### src/rtl/collision_frame_detector.sv
// ============================================================================
// Module   : collision_frame_detector
// Purpose  : Per-frame player/wall/spike/goal overlap detector with spike cooldown.
// Revision : 1.0 - initial release
// ============================================================================
`default_nettype none

module collision_frame_detector #(
    parameter int unsigned COOLDOWN_FRAMES = 30
) (
    input  logic       clk,
    input  logic       resetN,
    input  logic       startOfFrame,
    input  logic       playerDR,
    input  logic [3:0] playerHitEdge,
    input  logic       wallDR,
    input  logic       spikeDR,
    input  logic       goalDR,
    output logic       wallHit,
    output logic [3:0] wallEdge,
    output logic       spikeHit,
    output logic       goalHit,
    output logic       invulnerable
);

    localparam logic [7:0] C_COOLDOWN_INIT = 8'(COOLDOWN_FRAMES);

    typedef enum logic [0:0] {
        NORMAL   = 1'b0,
        COOLDOWN = 1'b1
    } state_t;

    state_t     state_q, state_d;
    logic [7:0] cnt_q, cnt_d;
    logic       wallAcc_q, wallAcc_d;
    logic       spikeAcc_q, spikeAcc_d;
    logic       goalAcc_q, goalAcc_d;
    logic [3:0] edgeAcc_q, edgeAcc_d;
    logic       wallHit_q, wallHit_d;
    logic       spikeHit_q, spikeHit_d;
    logic       goalHit_q, goalHit_d;
    logic [3:0] wallEdge_q, wallEdge_d;

    logic       w_overlapWall, w_overlapSpike, w_overlapGoal;
    logic       w_frameWall, w_frameSpike, w_frameGoal;
    logic [3:0] w_frameEdge;

    assign w_overlapWall  = playerDR & wallDR;
    assign w_overlapSpike = playerDR & spikeDR;
    assign w_overlapGoal  = playerDR & goalDR;

    // The startOfFrame pixel still belongs to the frame being closed.
    assign w_frameWall  = wallAcc_q  | w_overlapWall;
    assign w_frameSpike = spikeAcc_q | w_overlapSpike;
    assign w_frameGoal  = goalAcc_q  | w_overlapGoal;
    assign w_frameEdge  = edgeAcc_q  | (w_overlapWall ? playerHitEdge : 4'b0000);

    always_comb begin
        state_d    = state_q;
        cnt_d      = cnt_q;
        wallAcc_d  = wallAcc_q;
        spikeAcc_d = spikeAcc_q;
        goalAcc_d  = goalAcc_q;
        edgeAcc_d  = edgeAcc_q;
        wallHit_d  = 1'b0;
        spikeHit_d = 1'b0;
        goalHit_d  = 1'b0;
        wallEdge_d = wallEdge_q;

        if (!startOfFrame) begin
            wallAcc_d  = w_frameWall;
            spikeAcc_d = w_frameSpike;
            goalAcc_d  = w_frameGoal;
            edgeAcc_d  = w_frameEdge;
        end else begin
            wallAcc_d  = 1'b0;
            spikeAcc_d = 1'b0;
            goalAcc_d  = 1'b0;
            edgeAcc_d  = 4'b0000;
            wallHit_d  = w_frameWall;
            goalHit_d  = w_frameGoal;
            if (w_frameWall) begin
                wallEdge_d = w_frameEdge;
            end
            case (state_q)
                NORMAL: begin
                    // A goal in the same frame wins over the spike.
                    spikeHit_d = w_frameSpike & ~w_frameGoal;
                    if (spikeHit_d) begin
                        state_d = COOLDOWN;
                        cnt_d   = C_COOLDOWN_INIT;
                    end
                end
                COOLDOWN: begin
                    if (cnt_q == 8'd1) begin
                        cnt_d   = 8'd0;
                        state_d = NORMAL;
                    end else begin
                        cnt_d = cnt_q - 8'd1;
                    end
                end
                default: state_d = NORMAL;
            endcase
        end
    end

    always_ff @(posedge clk or negedge resetN) begin
        if (!resetN) begin
            state_q    <= NORMAL;
            cnt_q      <= 8'd0;
            wallAcc_q  <= 1'b0;
            spikeAcc_q <= 1'b0;
            goalAcc_q  <= 1'b0;
            edgeAcc_q  <= 4'b0000;
            wallHit_q  <= 1'b0;
            spikeHit_q <= 1'b0;
            goalHit_q  <= 1'b0;
            wallEdge_q <= 4'b0000;
        end else begin
            state_q    <= state_d;
            cnt_q      <= cnt_d;
            wallAcc_q  <= wallAcc_d;
            spikeAcc_q <= spikeAcc_d;
            goalAcc_q  <= goalAcc_d;
            edgeAcc_q  <= edgeAcc_d;
            wallHit_q  <= wallHit_d;
            spikeHit_q <= spikeHit_d;
            goalHit_q  <= goalHit_d;
            wallEdge_q <= wallEdge_d;
        end
    end

    assign wallHit      = wallHit_q;
    assign wallEdge     = wallEdge_q;
    assign spikeHit     = spikeHit_q;
    assign goalHit      = goalHit_q;
    assign invulnerable = (state_q == COOLDOWN);

endmodule

`default_nettype wire

### config.mk
export PLATFORM = sky130hd
export DESIGN_NAME = collision_frame_detector
export DESIGN_NICKNAME = d
export VERILOG_FILES = /design/src/rtl/collision_frame_detector.sv
export SDC_FILE = /design/constraint.sdc
export NUM_CORES = 1
export LEC_CHECK = 0
export ABC_AREA = 1
export BUFFER_PORTS_ARGS = -buffer_cell sky130_fd_sc_hd__clkbuf_2
export CORE_AREA = 2 2 56 58
export CTS_BUF_LIST = sky130_fd_sc_hd__clkbuf_16
export DETAILED_ROUTE_END_ITERATION = 8
export DIE_AREA = 0 0 58 60
export MAX_ROUTING_LAYER = met4
export PLACE_DENSITY = 0.58
export SYNTH_ARGS = -nofsm -noshare
export SYNTH_HDL_FRONTEND = slang
export SYNTH_SLANG_ARGS = --single-unit
### constraint.sdc
create_clock -name clk -period 2.4 [get_ports clk]
set_clock_uncertainty 0.1 [all_clocks]
set_input_delay 0.48 -clock clk [delete_from_list [all_inputs] [get_ports clk]]
set_output_delay 0.48 -clock clk [all_outputs]
set_load 0.05 [all_outputs]
After elaboration in Yosys (flattened, before gate mapping):

Index checks and enable logic that the tools add are counted.

* register bits: 23
* input bits: 11
* output and inout port bits: 8
* word-level logic and storage cells: 40

* add/subtract/negate cells: 1
* equal/unequal tests: 2
* mux-type cells: 15
* bitwise operators: 10
* reduce and logical (&&, ||, !) cells: 2

Operators with widths (number)
* $mux W8: 2
* $pmux W8 S2: 1
* $mux W1: 9
* $eq A8 B1 Y1 const B: 1
* $mux W4: 2
* $sub A8 B1 Y8 const B: 1
* $and A1 B1 Y1: 4
* $or A4 B4 Y4: 1
* $reduce_and A2 Y1: 2
* $or A1 B1 Y1: 3
* $ne A2 B2 Y1 const B: 1
* $not A1 Y1: 2
* $pmux W1 S2: 1

Logic depth before layout (Yosys ltp):

Gate-level depths: netlist of run 1.

* depth in word-level cells: 6
* depth in mapped cells: 7
* mapped depth without buffers: 7

Least setup slack after synthesis of run 1:

OpenSTA, ideal clock, no wires.

* path kind: register to register
* start: reg state_q (netlist: invulnerable)
* end: reg cnt_q[2]
* setup time: 124 ps
* arrival time: 1214 ps
* required time: 2176 ps
* slack: 962 ps
* cell stages (with the launch flop): 6
* buffers on the path: 0
* period minus slack after synthesis: 1438 ps
* path through: dfrtp_1 > nand2_2 > a21oi_1 > o21ai_0 > o21ai_0 > a21oi_1

* longest elaborated chain between the ends: 3
* elaborated cells on any way between the ends: 4
* those cells by class: eq/ne: 1; mux: 1; bitwise: 1; reduce/logical: 1

RTL lines
* start: declaration: RTL line 33 `state_t state_q, state_d;`
* start signal: assignment: RTL line 120 `state_q <= state_d;`
* $not A1 Y1
* $ne A2 B2 Y1 (no line)
* $reduce_and A2 Y1 (no line)
* end signal: assignment: RTL line 121 `cnt_q <= cnt_d;`
* end: declaration: RTL line 34 `logic [7:0] cnt_q, cnt_d;`

Several ways; a longest one is shown, not always the timed one.
A chain may end at the register's enable or synchronous reset.

Worst setup path after layout of run 1:

* start: reg state_q (netlist: invulnerable)
* end: out invulnerable

RTL lines
* end: declaration: RTL line 23 `output logic invulnerable`

No word-level cell between the ends.

==> flow_metrics.py, run 1 <==
metrics = {
    "outcome": {
        "outcome": "complete, no violations",
    },
    "global_route": {
        "gr-usage-all-layers_pct": 13.8,
        "grt_use_met1_pct": 16.8,
        "grt_antenna_before_repair": 0,
        "met3_usage_pct": 5.41,
        "grt.busiest_layer": "met2",
        "grt_max_degree": 24,
        "grt_util_met2_pct": 21.3,
        "grt_pass1_vias": 780,
        "grt_pass1_wl_um": 3460,
        "grt_remaining_overflow": 0,
    },
    "route": {
        "wire_per_inst_um": 11.4,
        "drc": 0,
        "drtPass1Iterations": 4,
        "vias": 796,
        "finalWirelength_um": 1950,
        "drtIter0Drc": 21,
        "routed_via_density": 4.68,
        "ant_nets": 0,
    },
    "run": {
        "cap_violations": 0,
    },
    "placed_design": {
        "gp_congestion": 0.873,
        "dp_cells": 166,
        "io_buffers": 18,
        "dpl.hpwl_um": 1440,
        "detailed_place.area_um2": 1210,
    },
    "cells_and_area": {
        "postLayoutCoreUtil_pct": 44.4,
        "drive_above_1_share_pct": 25.5,
        "fin_nets": 151,
        "area_growth_pct": 18.8,
        "antenna_cells": 0,
        "final_cells": 170,
        "final_cell_area_um2": 1290,
    },
    "clock_network": {
        "clk_pin_slew_ps": 60,
        "cts_root_buffer": "clkbuf_16",
        "cts_made_buffers": 3,
        "clock_latency_ps": 250,
        "cts_tree": "built",
        "cts_hold_buf": 0,
        "clockBufferDepth": 2,
        "htree_levels": 1,
        "post_cts_resized": 0,
        "clock_sinks": 23,
        "post_cts_buffers": 0,
    },
    "logic_synthesis": {
        "syn-cell-area_um2": 1080,
        "synth.distinct_cells": 25,
        "avgSynthCellArea_um2": 9.35,
        "synth_cells": 116,
        "yosysWarnings": 0,
        "ys_seq_area_share_pct": 53.1,
        "ys_ff_latch": 23,
        "synth_nets": 129,
    },
    "floorplanning": {
        "num_rows": 20,
        "initial_utilization_pct": 37.4,
        "core-area_um2": 2900,
        "num_io_pins": 19,
        "die_area_um2": 3480,
        "die_x_um": 58,
        "die-height_um": 60,
    },
    "sta": {
        "rsz0062_at_grt": "false",
        "hold_viol": 0,
        "report.final.setup_viol": 0,
        "worstMarginPinSlew_ps": 569,
        "relSlewSlack_pct": 62.1,
        "layout_min_cycle_time_ps": 1640,
        "post-route-period-util_pct": 68.2,
        "holdWs_ps": 107,
        "maxSlewViolCount": 0,
        "tns_ps": 0,
        "max_freq_mhz": 611,
    },
    "critical_path": {
        "crit_buf_inv": 1,
        "start_kind": "flop",
        "slowest_stage": "dfrtp_1",
        "end_kind": "output pin",
        "slowest_delay_ps": 470,
        "cp.arrival_ps": 1060,
        "path_max_fanout": 6,
        "cp.required_ps": 1820,
        "crit_chain": "clkbuf_2",
        "cpLargestDelayFamily": "flip-flops",
        "crit_type": "flop to output pin",
    },
    "pwr": {
        "vdd_drop_max_mv": 0.612,
        "power.leakage_nw": 0.690,
        "power.density_nw_per_um2": 906,
    },
    "worst_hold_path": {
        "hold_path_class": "primary input to asynchronous set/reset pin",
    },
}
routing by layer:
| metal | wire, um | share of wire [%] |
|---|---|---|
| met2 | 881 | 45 |
| met3 | 123 | 6.3 |
| met5 | 0 | 0 |
| met4 | 27 | 1.4 |
| met1 | 913 | 47 |
cell families after synthesis:
logic type | after synthesis | synth area share, %
simple gates | 49 | 23.4
compound gates | 25 | 14.5
flops | 23 | 53.1
buf+inv | 17 | 6.69
fa+ha+maj | 2 | 2.31
synth_stat cells:
cell | instances | share of area, %
ha_1 | 2 | 2.3
a21oi_1 | 11 | 5.1
inv_6 | 1 | 0.81
nand3_1 | 7 | 3.2
and3_1 | 1 | 0.58
a21oi_2 | 1 | 0.81
nand4_1 | 1 | 0.58
o21ai_1 | 5 | 2.3
nand3b_1 | 1 | 0.69
o21ai_0 | 2 | 0.92
a21oi_4 | 1 | 1.5
inv_1 | 14 | 4.8
dfrtp_1 | 23 | 53
nor3_1 | 1 | 0.46
nand3_4 | 1 | 1.6
inv_2 | 1 | 0.35
a22oi_2 | 1 | 1.2
nand2_2 | 4 | 2.3
nor2_2 | 1 | 0.58
nand4_2 | 1 | 1.2
nand2_8 | 1 | 1.8
buf_4 | 1 | 0.69
nor2_1 | 18 | 6.2
a21o_1 | 4 | 2.8
nand2_1 | 12 | 4.2
power by group:
part           switching, mW  total (mW)  internal [mW]
registers             0.0576       0.514          0.457
logic                  0.194       0.294          0.101
clock network          0.135       0.359          0.224
total                  0.387        1.17          0.781
state kept, by name, indices dropped and copies added (netlist names):
register and cells:
wallAcc_q 1, edgeAcc_q 4, goalHit 1, invulnerable 1, cnt_q 8, goalAcc_q 1
wallHit 1, spikeHit 1, wallEdge 4, spikeAcc_q 1
stage by stage:
stage               power [mW]  setup WS (ps)
CTS                       1.18            760
global placement         0.812            943
floorplan                0.742            962
detailed placement       0.818            933
global route              1.25            735
finish                    1.17            764
final cells by class:
type                    count  area (um^2)
clock buffers               3         75.1
clock inverters             1         5.00
fillers                   284         1610
inverters                  16         65.1
multi-input cells          76          437
flip-flops and latches     23          576
well taps                  33         41.3
repair buffers             18         90.1
cell usage in the layout, fill, tap and decap left out, types with 2 or more instances in the layout:
| cell type | Yosys | routed |
|---|---|---|
| nand3_1 | 7 | 7 |
| nand2_2 | 4 | 4 |
| clkbuf_16 | 0 | 3 |
| a21oi_1 | 11 | 11 |
| ha_1 | 2 | 2 |
| nor2_1 | 18 | 18 |
| inv_1 | 14 | 14 |
| clkbuf_2 | 0 | 18 |
| o21ai_1 | 5 | 5 |
| nand2_1 | 12 | 12 |
| o21ai_0 | 2 | 2 |
| a21o_1 | 4 | 4 |
| dfrtp_1 | 23 | 23 |
worst paths after layout:
| check | start | endpoint | slack [ps] | depth (start not counted) |
|---|---|---|---|---|
| hold / removal | resetN | wallHit | 110 | 1 |
| setup / recovery | invulnerable | invulnerable | 760 | 1 |
| max in group asynchronous | resetN | cnt_q[0] | 1720 | 1 |
| hold reg to reg | wallEdge[3] | wallEdge[3] | 390 | 2 |
| min in group clk | spikeDR | spikeAcc_q | 380 | 3 |
| setup reg to reg | cnt_q[1] | cnt_q[5] | 1010 | 7 |
(Power assumes the default switching activity.)
==> inputs of run 2 (changes only) <==
==> constraint.sdc (replaced) <==
create_clock -name clk -period 1.7 [get_ports clk]
set_clock_uncertainty 0.1 [all_clocks]
set_input_delay 0.34 -clock clk [delete_from_list [all_inputs] [get_ports clk]]
set_output_delay 0.34 -clock clk [all_outputs]
set_load 0.05 [all_outputs]
==> run 2 against run 1 <==
Cell count grew 0.59%. Final area increased by 0.78%. Wire length is 2.0% lower. Largest cell class unchanged.
==> flow_metrics.py, run 2 (synthesis gave the netlist of run 1 again) <==
metrics = {
    "critical_path": {
        "r2r_end": "cnt_q[5]",
        "crit_buf_inv": 1,
        "slowest_stage": "dfrtp_1",
        "start_kind": "flop",
        "slowest_delay_ps": 460,
        "regToRegStartpoint": "cnt_q[1]",
        "cpLargestDelayFamily": "flip-flops",
        "cp.required_ps": 1260,
        "path_max_fanout": 6,
        "cp.arrival_ps": 1040,
        "reg2reg_depth": 7,
        "crit_chain": "clkbuf_2",
        "ff2ff_setup_slack_ps": 330,
        "crit_type": "flop to output pin",
        "end_kind": "output pin",
    },
    "cells_and_area": {
        "area_growth_pct": 19.7,
        "final_cells": 171,
        "mostFrequentLayoutCell": "dfrtp_1",
        "top_register": "cnt_q",
        "drive_above_1_share_pct": 25.4,
        "fin_nets": 152,
        "antenna_cells": 0,
        "largest_reg_flops": 8,
        "final_cell_area_um2": 1300,
        "nFillCells": 272,
        "layout_common_cells": "dfrtp_1, nor2_1, clkbuf_2, inv_1, nand2_1",
    },
    "outcome": {
        "outcome": "complete, no violations",
    },
    "global_route": {
        "grt_antenna_before_repair": 0,
        "gr-usage-all-layers_pct": 13.6,
        "grt_remaining_overflow": 0,
        "grt_max_degree": 24,
        "grt_pass1_vias": 742,
        "grt_pass1_wl_um": 3350,
    },
    "route": {
        "drc": 0,
        "ant_nets": 0,
        "finalWirelength_um": 1910,
        "routed_via_density": 4.78,
        "drtPass1Iterations": 4,
        "drtIter0Drc": 21,
        "vias": 817,
        "wire_per_inst_um": 11.2,
    },
    "worst_hold_path": {
        "hold_path_class": "primary input to flop",
        "min_from": "spikeDR",
        "hold_end": "spikeAcc_q",
        "min_delay_path_depth": 3,
    },
    "clock_network": {
        "clock_sinks": 23,
        "cts_tree": "built",
        "cts_made_buffers": 3,
        "htree_levels": 1,
        "clockBufferDepth": 2,
        "post_cts_buffers": 0,
        "clock_latency_ps": 250,
        "clk_pin_slew_ps": 60,
        "cts_root_buffer": "clkbuf_16",
        "post_cts_resized": 0,
    },
    "pwr": {
        "p_int_mw": 1.10,
        "p_clk_share_pct": 30.3,
        "power.density_nw_per_um2": 1270,
        "power.switching_uw": 543,
        "sw_frac_of_total_pct": 33.0,
        "vdd_drop_max_mv": 0.849,
        "fin_total_pwr_mw": 1.65,
        "seq_power_share_pct": 44.1,
        "power.leakage_nw": 0.694,
        "p_comb_share_pct": 25.6,
    },
    "sta": {
        "maxSlewViolCount": 0,
        "report.final.setup_viol": 0,
        "layout_min_cycle_time_ps": 1480,
        "holdWs_ps": 241,
        "rsz0062_at_grt": "false",
        "tns_ps": 0,
        "relSlewSlack_pct": 62.7,
        "post-route-period-util_pct": 87.2,
        "max_freq_mhz": 675,
        "hold_viol": 0,
        "worstMarginPinSlew_ps": 559,
    },
    "floorplanning": {
        "num_io_pins": 19,
        "core-area_um2": 2900,
        "num_rows": 20,
        "die_area_um2": 3480,
        "die_x_um": 58,
        "initial_utilization_pct": 37.4,
        "die-height_um": 60,
    },
    "run": {
        "cap_violations": 0,
    },
    "placed_design": {
        "dp_cells": 166,
        "io_buffers": 18,
        "detailed_place.area_um2": 1210,
        "dpl.hpwl_um": 1390,
        "gp_congestion": 0.720,
    },
}
-- run 2: changes by cell type in the layout (fill, tap and decap cells not counted) --
cell / previous run / this run
dlygate4sd3_1: 0 / 1
-- run 2: cell type report --
| class | instances | area (um^2) | area share, % |
|---|---|---|---|
| clock buffer | 3 | 75.1 | 5.78 |
| clock inverter | 1 | 5.00 | 0.385 |
| inverter | 16 | 65.1 | 5.01 |
| multi-input combinational | 76 | 437 | 33.6 |
| sequential | 23 | 576 | 44.3 |
| tap | 33 | 41.3 | 3.18 |
| timing repair buffer | 19 | 100 | 7.71 |
-- run 2: metrics by stage --
stage,setup slack (ps),util [%]
2_1_floorplan,262,-
3_3_place_gp,346,41.6
3_5_place_dp,324,41.6
4_1_cts,202,44.7
5_1_grt,168,44.7
6_report,218,44.7
-- run 2: power groups by stage --
stage               Clock [mW]  Sequential [mW]  Combinational [mW]
floorplan                    0            0.783               0.265
global placement             0            0.732               0.409
detailed placement           0            0.734               0.419
CTS                      0.520            0.726               0.425
global route             0.548            0.738               0.476
finish                   0.499            0.727               0.422
-- run 2: how the worst max path moves through the flow --
stage	start	to	depth (start not counted)	slack [ps]
after floorplan	invulnerable	cnt_q[2]	5	260
after global placement	cnt_q[1]	cnt_q[7]	7	350
after detailed placement	cnt_q[1]	cnt_q[5]	7	320
after CTS	invulnerable	invulnerable	1	200
after global routing	invulnerable	invulnerable	1	170
final	invulnerable	invulnerable	1	220
-- run 2: repair_timing --
action | in CTS | in global routing
hold buffers | 1 | 0
endpoints found under the setup margin | 0 | 0
endpoints found under the hold margin | 23 | 0
-- run 2: routing by layer --
metal	track usage [%]	wire, um
met3	3.90	79
met4	5.98	38
met5	-	0
met1	16.1	937
met2	21.4	852
